==> src/rtl/fifo_rd_arbiter.sv <==
// Round-robin burst arbiter for a shared FIFO read port: grants one of three
// requesters a burst of reads and delivers the words through a 2-entry skid buffer.
module fifo_rd_arbiter #(
    parameter int unsigned DATA_WIDTH = 8
) (
    input  logic                  RClk,
    input  logic                  PresetFull,
    input  logic                  fifo_empty,
    output logic                  fifo_rd_en,
    input  logic [DATA_WIDTH-1:0] fifo_data,
    input  logic [2:0]            req,
    input  logic [3:0]            req_len0,
    input  logic [3:0]            req_len1,
    input  logic [3:0]            req_len2,
    output logic [2:0]            gnt,
    output logic                  out_valid,
    input  logic                  out_ready,
    output logic [DATA_WIDTH-1:0] out_data,
    output logic                  out_last,
    output logic [1:0]            out_id,
    output logic                  busy
);

    localparam int unsigned REM_W = 5;

    typedef enum logic [1:0] {IDLE, XFER, DRAIN} state_t;

    state_t                 state, state_nx;
    logic [1:0]             owner, last_winner, winner_c;
    logic [1:0]             p0_c, p1_c, p2_c;
    logic [3:0]             req_pad_c;
    logic [3:0]             sel_len_c;
    logic [REM_W-1:0]       len_c, remaining;
    logic [1:0]             occ, occ_nx_c;
    logic [2:0]             level_c;
    logic                   wr_ptr, rd_ptr;
    logic                   infl, infl_last;
    logic                   pop_c, credit_c;
    logic [DATA_WIDTH-1:0]  mem_data [2];
    logic                   mem_last [2];
    logic [1:0]             mem_id   [2];

    // Round-robin search starting after the previous winner
    always_comb begin
        req_pad_c = {1'b0, req};
        case (last_winner)
            2'd0:    begin p0_c = 2'd1; p1_c = 2'd2; p2_c = 2'd0; end
            2'd1:    begin p0_c = 2'd2; p1_c = 2'd0; p2_c = 2'd1; end
            default: begin p0_c = 2'd0; p1_c = 2'd1; p2_c = 2'd2; end
        endcase
        if (req_pad_c[p0_c])      winner_c = p0_c;
        else if (req_pad_c[p1_c]) winner_c = p1_c;
        else                      winner_c = p2_c;
        case (winner_c)
            2'd1:    sel_len_c = req_len1;
            2'd2:    sel_len_c = req_len2;
            default: sel_len_c = req_len0;
        endcase
        len_c = (sel_len_c == 4'd0) ? REM_W'(16) : {1'b0, sel_len_c};
    end

    // Credit counts buffered words plus the word still in flight from the FIFO
    assign pop_c      = out_valid & out_ready;
    assign level_c    = {1'b0, occ} + {2'b00, infl} - {2'b00, pop_c};
    assign credit_c   = (level_c < 3'd2);
    assign occ_nx_c   = occ + {1'b0, infl} - {1'b0, pop_c};
    assign fifo_rd_en = (state == XFER) && (remaining != '0) && credit_c && !fifo_empty;

    assign out_data = mem_data[rd_ptr];
    assign out_last = mem_last[rd_ptr];
    assign out_id   = mem_id[rd_ptr];

    always_ff @(posedge RClk or posedge PresetFull) begin
        if (PresetFull) state <= IDLE;
        else            state <= state_nx;
    end

    always_comb begin
        state_nx = state;
        case (state)
            IDLE:    if (req != 3'b000) state_nx = XFER;
            XFER:    if (fifo_rd_en && remaining == REM_W'(1)) state_nx = DRAIN;
            DRAIN:   if (occ_nx_c == 2'd0 && !infl) state_nx = IDLE;
            default: state_nx = IDLE;
        endcase
    end

    // Burst bookkeeping and grant
    always_ff @(posedge RClk or posedge PresetFull) begin
        if (PresetFull) begin
            owner       <= 2'd0;
            last_winner <= 2'd2;
            remaining   <= '0;
            gnt         <= 3'b000;
            busy        <= 1'b0;
        end else begin
            busy <= (state_nx != IDLE);
            if (state == IDLE && state_nx == XFER) begin
                owner     <= winner_c;
                remaining <= len_c;
                gnt       <= 3'b001 << winner_c;
            end else if (fifo_rd_en) begin
                remaining <= remaining - REM_W'(1);
            end
            if (state == DRAIN && state_nx == IDLE) begin
                gnt         <= 3'b000;
                last_winner <= owner;
            end
        end
    end

    // Two-entry output buffer, written the cycle after each accepted read
    always_ff @(posedge RClk or posedge PresetFull) begin
        if (PresetFull) begin
            infl      <= 1'b0;
            infl_last <= 1'b0;
            occ       <= 2'd0;
            out_valid <= 1'b0;
            wr_ptr    <= 1'b0;
            rd_ptr    <= 1'b0;
            for (int i = 0; i < 2; i++) begin
                mem_data[i] <= '0;
                mem_last[i] <= 1'b0;
                mem_id[i]   <= 2'd0;
            end
        end else begin
            infl      <= fifo_rd_en;
            infl_last <= fifo_rd_en && (remaining == REM_W'(1));
            occ       <= occ_nx_c;
            out_valid <= (occ_nx_c != 2'd0);
            if (infl) begin
                mem_data[wr_ptr] <= fifo_data;
                mem_last[wr_ptr] <= infl_last;
                mem_id[wr_ptr]   <= owner;
                wr_ptr           <= ~wr_ptr;
            end
            if (pop_c) rd_ptr <= ~rd_ptr;
        end
    end

endmodule

==> config.mk <==
export PLATFORM = sky130hd
export DESIGN_NAME = fifo_rd_arbiter
export DESIGN_NICKNAME = d
export VERILOG_FILES = /design/src/rtl/fifo_rd_arbiter.sv
export SDC_FILE = /design/constraint.sdc
export NUM_CORES = 1
export LEC_CHECK = 0
export CORE_MARGIN = 4
export CORE_UTILIZATION = 44
export CTS_CLUSTER_DIAMETER = 80
export DETAILED_ROUTE_END_ITERATION = 8
export PLACE_DENSITY = 0.7
export SYNTH_ARGS = -nofsm -noshare
export SYNTH_HDL_FRONTEND = slang
export SYNTH_SLANG_ARGS = --single-unit
==> constraint.sdc <==
create_clock -name RClk -period 4.6 [get_ports RClk]
set_input_delay 0.92 -clock RClk [delete_from_list [all_inputs] [get_ports RClk]]
set_output_delay 0.92 -clock RClk [all_outputs]
set_load 0.02 [all_outputs]
## Word-level counts from Yosys, hierarchy flattened

Cells that the tools add are included.

| word-level totals | value |
|---|---|
| bits in registers | 44 |
| bits in latches | 0 |
| memory bits (writable) | 0 |
| ROM bits | 0 |
| logic and storage cells | 100 |
| memories | 0 |

| cells by class | value |
|---|---|
| add/sub/neg operators | 5 |
| $mul | 0 |
| divide/modulo/power cells | 0 |
| order comparisons | 6 |
| equality and inequality tests | 7 |
| shifts and indexed selects | 1 |
| mux-type cells | 37 |
| bitwise operators | 5 |
| reductions and logical operators | 21 |

Operator list:

| kind | count |
|---|---|
| $mux W8 | 4 |
| $mux W2 | 9 |
| $bwmux W16 | 1 |
| $mux W5 | 3 |
| $pmux W2 S2 | 3 |
| $demux W8 S1 | 1 |
| $eq A2 B1 Y1 const B | 4 |
| $logic_and A1 B1 Y1 | 8 |
| $logic_not A2 Y1 | 4 |
| $pmux W4 S2 | 1 |
| $reduce_bool A2 Y1 | 4 |
| $lt A2 B3 Y1 const B | 2 |
| $mux W1 | 6 |
| $mux W3 | 2 |
| $pmux W2 S3 | 1 |
| $eq A5 B1 Y1 const B | 1 |
| $reduce_bool A5 Y1 | 1 |
| $sub A5 B1 Y5 const B | 1 |
| $bmux W1 S2 | 2 |
| $bwmux W4 | 1 |
| $eq A2 B2 Y1 const B | 2 |
| $ge A2 B2 Y1 const B | 2 |
| $logic_not A4 Y1 | 1 |
| $not A1 Y2 | 2 |
| 14 further kinds | 16 |

## Logic depth before layout (Yosys ltp)

| logic depth | value |
|---|---|
| depth in word-level cells | 12 |
| mapped depth | 11 |
| depth with buffers taken out | 11 |

## Least setup slack after synthesis

Ideal clock, no wire load.

| path | value |
|---|---|
| kind | input to output |
| start | input out_ready |
| end | output fifo_rd_en |
| arrival time | 2.970 ns |
| slack | 0.710 ns |
| stages on the path | 8 |
| cells stage by stage | and2_1 -> ha_1 -> inv_1 -> ha_1 -> fa_1 -> or4b_4 -> a211o_4 -> clkinv_2 |

| between the ends | value |
|---|---|
| word-level cells in the longest chain between the ends | 5 |

RTL lines:

| what | RTL line | source |
|---|---|---|
| start: declaration | 17 | `input logic out_ready,` |
| $and A1 B1 Y1 | 63 | `assign pop_c = out_valid & out_ready;` |
| $sub A3 B1 Y3 | 64 | `assign level_c = {1'b0, occ} + {2'b00, infl} - {2'b00, pop_c};` |
| named net level_c[1] | 35 | `logic [2:0] level_c;` |
| $lt A3 B2 Y1 | 65 | `assign credit_c = (level_c < 3'd2);` |
| $logic_and A1 B1 Y1 (2 in series) | 67 | `assign fifo_rd_en = (state == XFER) && (remaining != '0) && credit_c && !fifo_empty;` |
| end: declaration | 9 | `output logic fifo_rd_en,` |

The timed path passes the listed nets, and every way through them passes these cells.

## Worst setup path after layout

| path | value |
|---|---|
| start | input out_ready |
| end | output fifo_rd_en |

| between the ends | value |
|---|---|
| word-level cells in the longest chain between the ends | 5 |

RTL lines:

| what | RTL line | source |
|---|---|---|
| $and A1 B1 Y1 | 63 |  |
| named net pop_c | 38 | `logic pop_c, credit_c;` |
| $sub A3 B1 Y3 | 64 |  |
| named net level_c[1] | 35 |  |
| $lt A3 B2 Y1 | 65 |  |
| $logic_and A1 B1 Y1 (2 in series) | 67 |  |

The timed path passes the listed nets, and every way through them passes these cells.

==> results_dict.tcl <==
set metrics [dict create \
    fp.dieArea_um2 6040 \
    grt_first_pass_wirelength_um 7620 \
    final_cells 289 \
    dpl_cell_area_um2 2660 \
    grt_pass1_vias 1693 \
    powerDensity_nw_per_um2 656 \
    path_cells "clkdlybuf4s50_1, and2_1, ha_1, inv_1, ha_1, fa_1, or4b_4, a211o_4, clkinv_2, clkbuf_2" \
    cap_viol_max_count 0 \
    grt_usage_pct 15.9 \
    numCtsBuffers 5 \
    clkTransAtPathRegs_ns 0.08 \
    cpPeakStageDelay_ns 0.57 \
    final_max_slew_viol_count 0 \
    hold_class "reg -> reg" \
    dp.cells 281 \
    drt_first_pass_iters 4 \
    fill_cells 392 \
    fin_skew_ns 0.00530 \
    end_kind "primary output" \
    wirelength_um 4340 \
    synth_compound_area_share_pct 8.54 \
    gp_congestion 0.862 \
    start_util_pct 45.3 \
    status "completed" \
    first_iter_violations 61 \
    cts_sinks 44 \
    n_antenna_cell 0 \
    synth_cells 172 \
    drc_errors 0 \
    synthAdderAreaFrac_pct 5.62 \
    fp-row-count 25 \
    setup-tns-final_ns 0 \
    period_minus_slack_ns 4.41 \
    synth_xor_area_share_pct 1.64 \
    switching_power_mw 0.649 \
    synthDistinctLibCells 40 \
    totalPowerFinal_mw 1.82 \
    p_int_mw 1.17 \
    syn_avg_cell_area_um2 12.4 \
    setup_ws_ns 0.186 \
    yosys.area_share.simple_pct 7.84 \
    power_frac_clock_pct 16.6 \
    synth-seq-cells 44 \
    drive_gt1_share_pct 24.3 \
    synth_nets 208 \
    seq_area_um2 1100 \
    final_core_util_pct 58.7 \
    max-vdd-ir-drop_mv 0.301 \
    p_leak_nw 1.25 \
    die_h_um 77.7 \
    io_pins 44 \
    gr-total-overflow 0 \
    multi_input_area_um2 970 \
    synth-seq-area-share_pct 51.6 \
    fin_nets 257 \
    via_per_inst 5.09 \
    max_freq_ghz 0.227 \
    crit_slowest_cell "or4b_4" \
    finalCritPeriodShare_pct 96.0 \
    htreeDepth 2 \
    critPathRequiredTime_ns 3.68 \
    combPwrFrac_pct 46.5 \
    grt_max_degree 45 \
    synth_area_um2 2140 \
    rsz0062_at_grt "false" \
    antenna_found_initial 0 \
    clk_latency_ns 0.30 \
    p_sw_share_pct 35.6 \
    coreArea_um2 4720 \
    cts_buffer_depth 2 \
    crit_fanout 3 \
    wl_per_cell_um 15.0 \
    cts_root_buf "clkbuf_8" \
    antenna_left 0 \
    whs_ns 0.504 \
    vias 1472 \
    arrival_ns 3.49 \
    cp_common_cell "ha_1" \
    cp-start-kind "input port" \
    pre_cts_ws_ns -0.251 \
    area_growth_pct 29.7 \
    dp_hpwl_um 3160 \
    port_buffers 43 \
    muxShareOfSynthArea_pct 21.7 \
    yosysWarnings 0 \
    tritoncts "built" \
    power_frac_seq_pct 36.9 \
    hold_viol 0 \
    slew-limit-headroom_pct 34.8 \
    synth_top_family_by_area "multiplexers" \
    final_area_um2 2770 \
    die_w_um 77.7 \
    r2r_slack_ns 1.50 \
    crit_type "in -> out" \
    finalSetupViolations 0 \
    worst_pin_slew_ns 0.974 \
]
[state kept, by name, indices dropped and copies added, names as in the netlist]
register / cells
mem_data: 16
rd_ptr: 1
last_winner: 2
remaining: 5
infl_last: 1
occ: 2
mem_last: 2
wr_ptr: 1
out_valid: 1
owner: 2
mem_id: 4
busy: 1
infl: 1
gnt: 3
state: 2
[layout by cell type, fill, tap and decap left out, drive strengths merged, types with 2 or more instances in the layout]
cell type      count
clkbuf             6
nand2              5
nor2              13
inv               12
nand2b             2
ha                 8
a22oi              2
a22o               3
xor2               2
xnor2              2
clkdlybuf4s50     42
o22a               2
mux2i              7
o21ai              6
nor3               4
a21oi              2
buf                4
mux2              35
o22ai              2
a211o              2
dfrtp             43
[timing repair]
item                       4_1_cts  5_1_grt
gates resized for setup          1        2
setup buffers                    0        0
setup endpoints to repair        1        1
hold buffers                     0        0
[cell families (layout without fill, tap and decap cells)]
kind of cell / Yosys count / in the layout
AND/OR/NAND/NOR: 32 / 32
multiplexers: 42 / 42
adder cells (fa/ha/maj): 9 / 9
AO/OA/AOI/OAI: 24 / 24
flip-flops: 44 / 44
buffers and inverters: 17 / 67
XOR/XNOR: 4 / 4
[layer usage]
| metal | part of all wire, % | GRT usage, % |
|---|---|---|
| met1 | 42 | 18.4 |
| met2 | 51 | 27.3 |
| met3 | 5.5 | 4.52 |
| met4 | 1.1 | 6.76 |
| met5 | 0 | 0 |
[power groups by stage]
stage          clock network, mW  registers [mW]  logic [mW]
4_1_cts                    0.312           0.674       0.858
2_1_floorplan                  0           0.656       0.556
3_3_place_gp                   0           0.664       0.828
3_5_place_dp                   0           0.679       0.857
5_1_grt                    0.329           0.698       0.924
6_report                   0.302           0.672       0.846
[Yosys cell counts]
master	count	area share, %
dfrtp_1	43	50
mux2_2	35	18
nor2_1	13	2.3
inv_1	11	1.9
ha_1	8	4.7
mux2i_1	7	3.3
o21ai_0	5	1.2
nand2_1	4	0.70
nor3_1	4	0.94
a22o_1	3	1.2
buf_1	3	0.53
a21oi_1	2	0.47
a22oi_1	2	0.70
nand2b_1	2	0.59
o22a_1	2	0.82
o22ai_1	2	0.59
xnor2_1	2	0.82
xor2_1	2	0.82
a211o_1	1	0.41
a211o_4	1	0.82
a211oi_1	1	0.35
a221o_1	1	0.47
a221oi_1	1	0.41
and2_1	1	0.29
and3_1	1	0.29
buf_2	1	0.23
clkbuf_1	1	0.18
clkinv_2	1	0.23
dfstp_2	1	1.2
fa_1	1	0.94
nand2_4	1	0.53
nand3b_1	1	0.35
nand4_1	1	0.29
nor4_1	1	0.29
o211a_1	1	0.47
o21ai_1	1	0.23
o2bb2ai_1	1	0.41
or2_2	1	0.29
or2b_1	1	0.35
or4b_4	1	0.64
[final cells by class]
class / instances / share of cell area (%)
clock buffers: 5 / 2.48
flip-flops and latches: 44 / 39.8
clock inverters: 3 / 1.67
well taps: 67 / 3.02
multi-input cells: 111 / 35.0
repair buffers: 47 / 16.4
inverters: 12 / 1.67
[path summary, 6_finish.rpt]
| check | from | to | depth (start not counted) |
|---|---|---|---|
| max | out_ready | fifo_rd_en | 10 |
| min | wr_ptr$_DFFE_PP0P_ | wr_ptr$_DFFE_PP0P_ | 1 |
| max reg2reg | out_valid$_DFF_PP0_ | remaining[3]$_DFFE_PP0P_ | 11 |
| min reg2reg | wr_ptr$_DFFE_PP0P_ | wr_ptr$_DFFE_PP0P_ | 1 |
| max in group asynchronous | PresetFull | last_winner[1]$_DFFE_PP1P_ | 3 |
| min in group asynchronous | PresetFull | mem_data[3]$_DFFE_PP0P_ | 3 |
[critical path: cells and delay by family]
kind                     cells  cell delay, ns
AO/OA/AOI/OAI                1            0.29
adder cells (fa/ha/maj)      3            0.93
buffers and inverters        4            0.64
AND/OR/NAND/NOR              2            0.72
Power figures use the tool's default switching activity.
